<file path="src/rtl/ahb_apb_pkg.sv">
// Shared types and constants for the AHB-Lite to APB3 bridge.
// Contents: FSM state enum, HTRANS/HRESP encodings, clog2 width helper.
package ahb_apb_pkg;

    typedef enum logic [2:0] {
        ST_IDLE   = 3'd0,
        ST_WDATA  = 3'd1,
        ST_SETUP  = 3'd2,
        ST_ACCESS = 3'd3,
        ST_ERR1   = 3'd4,
        ST_ERR2   = 3'd5
    } state_t;

    localparam logic [1:0] HTRANS_IDLE   = 2'b00;
    localparam logic [1:0] HTRANS_BUSY   = 2'b01;
    localparam logic [1:0] HTRANS_NONSEQ = 2'b10;
    localparam logic [1:0] HTRANS_SEQ    = 2'b11;

    localparam logic [1:0] HRESP_OKAY  = 2'b00;
    localparam logic [1:0] HRESP_ERROR = 2'b01;

    // Ceiling log2; clog2(1) = 0.
    function automatic int clog2(input int n);
        int r;
        r = 0;
        for (int i = 0; i < 31; i++) begin
            if ((1 << i) < n) r = i + 1;
        end
        return r;
    endfunction

endpackage

</file>
<file path="src/rtl/apb_slot_mux.sv">
// Combinational return-path mux: picks PRDATA/PREADY/PSLVERR of one slot.
// Ports: i_slot index, i_prdata/i_pready/i_pslverr per slot, o_* selected.
module apb_slot_mux
    import ahb_apb_pkg::*;
#(
    parameter int NUM_SLV = 4,
    parameter int SW      = 2
) (
    input  logic [SW-1:0]         i_slot,
    input  logic [32*NUM_SLV-1:0] i_prdata,
    input  logic [NUM_SLV-1:0]    i_pready,
    input  logic [NUM_SLV-1:0]    i_pslverr,
    output logic [31:0]           o_prdata,
    output logic                  o_pready,
    output logic                  o_pslverr
);

    always_comb begin
        o_prdata  = '0;
        o_pready  = 1'b0;
        o_pslverr = 1'b0;
        for (int i = 0; i < NUM_SLV; i++) begin
            if (i_slot == SW'(i)) begin
                o_prdata  = i_prdata[32*i +: 32];
                o_pready  = i_pready[i];
                o_pslverr = i_pslverr[i];
            end
        end
    end

endmodule

</file>
<file path="src/rtl/ahb_apb_bridge_n.sv">
// AHB-Lite to APB3 bridge with an integrated NUM_SLV-slot address decoder.
// Ports: AHB slave side (H*), APB master side (P*, per-slot PSEL/PREADY/
// PSLVERR/PRDATA). Optional PREADY timeout: APB_BRIDGE_TIMEOUT_EN.
module ahb_apb_bridge_n
    import ahb_apb_pkg::*;
#(
    parameter int NUM_SLV     = 4,
    parameter int SLOT_AW     = 12,
    parameter int TIMEOUT_CYC = 255
) (
    input  logic                  HCLK,
    input  logic                  HRESETn,
    input  logic                  HSEL,
    input  logic                  HREADY,
    input  logic                  HWRITE,
    input  logic [1:0]            HTRANS,
    input  logic [31:0]           HADDR,
    input  logic [31:0]           HWDATA,
    output logic [31:0]           HRDATA,
    output logic                  HREADYOUT,
    output logic [1:0]            HRESP,
    output logic [31:0]           PADDR,
    output logic [31:0]           PWDATA,
    output logic                  PWRITE,
    output logic                  PENABLE,
    output logic [NUM_SLV-1:0]    PSEL,
    input  logic [32*NUM_SLV-1:0] PRDATA,
    input  logic [NUM_SLV-1:0]    PREADY,
    input  logic [NUM_SLV-1:0]    PSLVERR
);

    localparam int SW  = clog2(NUM_SLV);
    localparam int SWI = (SW < 1) ? 1 : SW;

    if (NUM_SLV < 1 || NUM_SLV > 16) begin : g_bad_nslv
        $error("NUM_SLV out of range");
    end
    if (TIMEOUT_CYC < 1 || TIMEOUT_CYC > 65535) begin : g_bad_to
        $error("TIMEOUT_CYC out of range");
    end

    state_t         r_state;
    state_t         w_next;
    logic [SWI-1:0] r_slot;
    logic [SWI-1:0] w_slot;
    logic [31:0]    r_paddr;
    logic [31:0]    r_pwdata;
    logic [31:0]    r_hrdata;
    logic           r_pwrite;
    logic           w_cap;
    logic           w_miss;
    logic           w_upper_nz;
    logic           w_sel_en;
    logic [31:0]    w_prdata;
    logic           w_pready;
    logic           w_pslverr;
    logic           w_timeout;

    if (SW == 0) begin : g_one
        assign w_slot = '0;
    end else begin : g_many
        assign w_slot = HADDR[SLOT_AW +: SW];
    end

    // Anything above the slot field must be zero for a hit.
    assign w_upper_nz = |(HADDR >> (SLOT_AW + SW));
    assign w_miss     = w_upper_nz | (int'(w_slot) >= NUM_SLV);
    assign w_cap      = HSEL & HREADY & HTRANS[1]
                      & ((r_state == ST_IDLE) | (r_state == ST_ERR2));

    apb_slot_mux #(
        .NUM_SLV (NUM_SLV),
        .SW      (SWI)
    ) u_mux (
        .i_slot    (r_slot),
        .i_prdata  (PRDATA),
        .i_pready  (PREADY),
        .i_pslverr (PSLVERR),
        .o_prdata  (w_prdata),
        .o_pready  (w_pready),
        .o_pslverr (w_pslverr)
    );

`ifdef APB_BRIDGE_TIMEOUT_EN
    logic [15:0] r_cnt;

    // Cleared in SETUP so it starts at zero on the first ACCESS cycle.
    always_ff @(posedge HCLK) begin
        if (!HRESETn) begin
            r_cnt <= '0;
        end else if (r_state == ST_SETUP) begin
            r_cnt <= '0;
        end else if (r_state == ST_ACCESS && !w_pready) begin
            r_cnt <= r_cnt + 16'd1;
        end
    end

    // Count reaches TIMEOUT_CYC at the end of this cycle.
    assign w_timeout = (r_cnt == 16'(TIMEOUT_CYC - 1)) & ~w_pready;
`else
    assign w_timeout = 1'b0;
`endif

    always_ff @(posedge HCLK) begin
        if (!HRESETn) begin
            r_state <= ST_IDLE;
        end else begin
            r_state <= w_next;
        end
    end

    always_comb begin
        w_next = r_state;
        case (r_state)
            ST_IDLE, ST_ERR2: begin
                if (!w_cap)      w_next = ST_IDLE;
                else if (w_miss) w_next = ST_ERR1;
                else if (HWRITE) w_next = ST_WDATA;
                else             w_next = ST_SETUP;
            end
            ST_WDATA:  w_next = ST_SETUP;
            ST_SETUP:  w_next = ST_ACCESS;
            ST_ACCESS: begin
                if (w_pready)       w_next = w_pslverr ? ST_ERR1 : ST_IDLE;
                else if (w_timeout) w_next = ST_ERR1;
            end
            ST_ERR1:   w_next = ST_ERR2;
            default:   w_next = ST_IDLE;
        endcase
    end

    always_comb begin
        HREADYOUT = 1'b1;
        HRESP     = HRESP_OKAY;
        PENABLE   = 1'b0;
        w_sel_en  = 1'b0;
        case (r_state)
            ST_WDATA:  HREADYOUT = 1'b0;
            ST_SETUP: begin
                HREADYOUT = 1'b0;
                w_sel_en  = 1'b1;
            end
            ST_ACCESS: begin
                HREADYOUT = 1'b0;
                w_sel_en  = 1'b1;
                PENABLE   = 1'b1;
            end
            ST_ERR1: begin
                HREADYOUT = 1'b0;
                HRESP     = HRESP_ERROR;
            end
            ST_ERR2:   HRESP = HRESP_ERROR;
            default:   HREADYOUT = 1'b1;
        endcase
    end

    always_comb begin
        PSEL = '0;
        for (int i = 0; i < NUM_SLV; i++) begin
            PSEL[i] = w_sel_en & (r_slot == SWI'(i));
        end
    end

    always_ff @(posedge HCLK) begin
        if (!HRESETn) begin
            r_slot   <= '0;
            r_paddr  <= '0;
            r_pwrite <= 1'b0;
            r_pwdata <= '0;
            r_hrdata <= '0;
        end else begin
            if (w_cap) begin
                r_slot   <= w_slot;
                r_paddr  <= HADDR;
                r_pwrite <= HWRITE;
            end
            if (r_state == ST_WDATA) begin
                r_pwdata <= HWDATA;
            end
            if (r_state == ST_ACCESS && w_pready && !w_pslverr && !r_pwrite) begin
                r_hrdata <= w_prdata;
            end
        end
    end

    assign PADDR  = r_paddr;
    assign PWRITE = r_pwrite;
    assign PWDATA = r_pwdata;
    assign HRDATA = r_hrdata;

endmodule

</file>
<file path="config.mk">
export PLATFORM = sky130hd
export DESIGN_NAME = ahb_apb_bridge_n
export DESIGN_NICKNAME = d
export VERILOG_FILES = /design/src/rtl/ahb_apb_pkg.sv /design/src/rtl/apb_slot_mux.sv /design/src/rtl/ahb_apb_bridge_n.sv
export SDC_FILE = /design/constraint.sdc
export NUM_CORES = 1
export LEC_CHECK = 0
export CORE_ASPECT_RATIO = 0.7
export CORE_MARGIN = 2
export CORE_UTILIZATION = 37
export CTS_CLUSTER_SIZE = 28
export DETAILED_ROUTE_END_ITERATION = 7
export PLACE_DENSITY = 0.82
export SYNTH_ARGS = -nofsm -noshare
export SYNTH_HDL_FRONTEND = slang
export SYNTH_SLANG_ARGS = --single-unit
</file>
<file path="constraint.sdc">
create_clock -name HCLK -period 2.65 [get_ports HCLK]
set_input_delay 0.795 -clock HCLK [delete_from_list [all_inputs] [get_ports HCLK]]
set_output_delay 0.795 -clock HCLK [all_outputs]
set_load 0.1 [all_outputs]
</file>
==> results.py <==
metrics = {
    "power": {
        "p_sw_frac": 0.315,
        "vdd_ir_drop_max_mv": 0.324,
        "p_sw_mw": 1.25,
        "p_per_area_mw_per_mm2": 485,
        "clockPowerShare": 0.315,
        "p_total_mw": 3.97,
        "p_leak_nw": 3.31,
        "power_frac_comb": 0.283,
        "p_int_mw": 2.72,
        "power_frac_seq": 0.403,
    },
    "layout": {
        "drive_gt1_frac": 0.215,
        "multi_input_area_mm2": 0.00263,
        "final_nets": 1006,
        "instances_no_fill": 966,
        "n_fill_cell": 983,
        "seq_area_mm2": 0.00201,
        "final_common_cell": "clkdlybuf4s50_1",
        "area_growth_pct": 69.3,
        "antenna_cells": 0,
        "final_cell_mix": "clkdlybuf4s50_1, nand2_1, buf_4, dfxtp_1, a21boi_0",
        "fin_util": 0.650,
    },
    "worst_setup_path": {
        "timing.rr.end": "HRDATA[28]$_SDFFE_PN0P_",
        "endpoint_kind": "flop",
        "startpoint_type": "input port",
        "reg2reg_slack_ns": 0.61,
        "critPathMaxFanout": 11,
        "r2r-start": "r_slot[0]$_SDFFE_PN0N_",
        "ff2ff_path_depth": 4,
        "worstPathRequired_ns": 2.86,
        "path_class": "in2reg",
        "crit_arrival_ns": 2.68,
    },
    "clock_network": {
        "cts_made_buffers": 9,
        "post_cts_buffers": 0,
        "cts_hold_buf": 0,
        "worstSkewPairLatency_ns": 0.33,
        "cts_resized": 0,
        "clk_pin_slew_ns": 0.07,
        "max-clock-path-buffers": 2,
        "htree_levels": 3,
        "clock-sinks": 100,
        "cts_root_buf": "clkbuf_16",
        "cts_tree": "built",
    },
    "detailed_routing": {
        "drt-wirelength-per-cell_um": 16.4,
        "drc": 0,
        "viasPerCell": 4.95,
        "dr.pass1.iters": 4,
        "antenna_left": 0,
        "vias": 4779,
        "drt_iter0_markers": 182,
        "wl_um": 15900,
    },
    "synth": {
        "async_flop_share": 0,
        "synth-compound-area-share": 0.115,
        "synthMuxAreaShare": 0.225,
        "synth_top_family_by_area": "multiplexers",
        "synthDistinctLibCells": 34,
        "yosys.area_share.adder": 0,
        "syn-num-nets": 722,
        "synth_xor_area_frac": 0.00543,
        "synth_simple_gate_area_share": 0.187,
        "yosysSeqAreaShare": 0.414,
        "synth-edff-count": 0,
        "avgSynthCellArea_um2": 9.39,
        "yosys_warnings": 0,
        "synth-main-ff-cell": "dfxtp_1",
        "netlist_area_mm2": 0.00484,
        "ys_seq_elements": 100,
        "syn_inst": 515,
    },
    "grt": {
        "overflow": 0,
        "antenna_found_initial": 0,
        "grt_max_degree": 64,
        "grt.total_usage": 0.219,
        "grt_pass1_wl_um": 24500,
        "grt_pass1_vias": 4846,
    },
    "timing": {
        "max_slew_margin": 0.573,
        "slew_violations": 0,
        "rsz0062_at_grt": "no",
        "finalSetupViolCount": 0,
        "fmaxAchievable_ghz": 0.406,
        "fin_hold_ws_ns": 0.462,
        "hold_violations": 0,
        "worstMarginPinSlew_ns": 0.640,
        "skew_ns": 0.00768,
        "post-route-period-util": 0.929,
        "min_period_ns": 2.46,
    },
    "die": {
        "io_pins": 312,
        "fp.dieH_um": 99.7,
        "initial_core_util": 0.384,
        "num_rows": 34,
        "core-area_mm2": 0.0126,
        "die_w_um": 141,
        "dieArea_mm2": 0.0140,
    },
    "run_status": {
        "status": "completed",
    },
    "hold_path": {
        "min_to": "PWDATA[21]$_SDFFE_PN0P_",
        "worstHoldStart": "PWDATA[21]$_SDFFE_PN0P_",
        "hold_path_class": "reg2reg",
        "whs_path_depth": 2,
    },
    "placement": {
        "io_buffers": 309,
        "dp_hpwl_um": 12600,
        "gp_congestion": 0.814,
        "dp.cells": 950,
    },
    "run": {
        "max_cap_viol_count": 0,
    },
}
[cell families after synthesis]
logic type	Yosys count
and+or+nand+nor	222
DFF	100
AOI/OAI and AO/OA	74
muxes	66
buffers and inverters	49
xor gates and xnor gates	3
other	1
[worst max-delay path, cell delays in order]
cell	delay [ns]
clkdlybuf4s50_1	0.50
inv_1	0.05
o311a_1	0.27
or4_2	0.68
buf_4	0.24
mux2i_1	0.14
[synthesized netlist by cell type (2+ instances only)]
cell	n	area share
nand2_1	196	0.15
dfxtp_1	100	0.41
xnor2_1	2	0.0036
nand4_1	2	0.0026
mux4_2	34	0.16
nor4_1	3	0.0039
nor2b_1	2	0.0026
buf_1	4	0.0031
buf_2	5	0.0052
or4_1	2	0.0031
buf_12	3	0.012
clkbuf_1	30	0.023
o21ai_0	2	0.0021
nand2b_1	2	0.0026
mux2i_1	32	0.066
o41ai_1	2	0.0036
buf_6	2	0.0047
nand3b_1	2	0.0031
a21boi_0	65	0.10
nor3_1	3	0.0031
inv_1	4	0.0031
nor2_1	4	0.0031
nor3b_1	3	0.0047
[power by group through the flow]
| stage | clock network, mW | logic [mW] | registers (mW) |
|---|---|---|---|
| floorplan | 0 | 0.339 | 1.94 |
| global placement | 0 | 1.11 | 1.63 |
| detailed placement | 0 | 1.12 | 1.63 |
| CTS | 1.29 | 1.13 | 1.60 |
| global route | 1.36 | 1.18 | 1.61 |
| finish | 1.25 | 1.12 | 1.60 |
[routing by layer]
metal	global-route usage	vias up	part of all wire
li1	-	2323	-
met1	0.257	2235	0.40
met2	0.394	206	0.51
met3	0.0717	15	0.081
met4	0.0500	0	0.011
met5	0	-	0
[stage by stage]
| step | TNS, ns | worst slack, ns | instance area (µm²) |
|---|---|---|---|
| 5_1_grt | 0 | 0.0887 | 8190 |
| 3_5_place_dp | -3.92 | -0.173 | 7900 |
| 2_1_floorplan | -0.101 | -0.101 | 4910 |
| 4_1_cts | 0 | 0.188 | 8190 |
| 6_report | 0 | 0.188 | 8190 |
| 3_3_place_gp | -3.40 | -0.128 | 7900 |
[worst max-delay path by stage]
| stage | end | start | depth (start not counted) |
|---|---|---|---|
| CTS | HRDATA[28]$_SDFFE_PN0P_ | PREADY[2] | 6 |
| detailed placement | HRDATA[28]$_SDFFE_PN0P_ | PREADY[2] | 6 |
| global route | PSEL[1] | r_state[1]$_SDFFE_PN0P_ | 3 |
| finish | HRDATA[28]$_SDFFE_PN0P_ | PREADY[2] | 6 |
| floorplan | PSEL[2] | PADDR[13]$_SDFFE_PN0N_ | 3 |
| global placement | HRDATA[16]$_SDFFE_PN0P_ | PREADY[2] | 6 |
[area by class of cell]
| type | count | share of cell area |
|---|---|---|
| Clock inverter | 5 | 0.00535 |
| Timing Repair Buffer | 318 | 0.372 |
| Sequential cell | 100 | 0.245 |
| Tap cell | 162 | 0.0248 |
| Inverter | 4 | 0.00183 |
| Clock buffer | 11 | 0.0297 |
| Multi-Input combinational cell | 366 | 0.321 |
[sequential cells by signal (all words and copies together) (netlist names)]
signal,cells
PWRITE,1
PWDATA,32
PADDR,31
HRDATA,32
r_slot,1
r_state,3
Note: power is estimated with default switching activity, not from simulation.
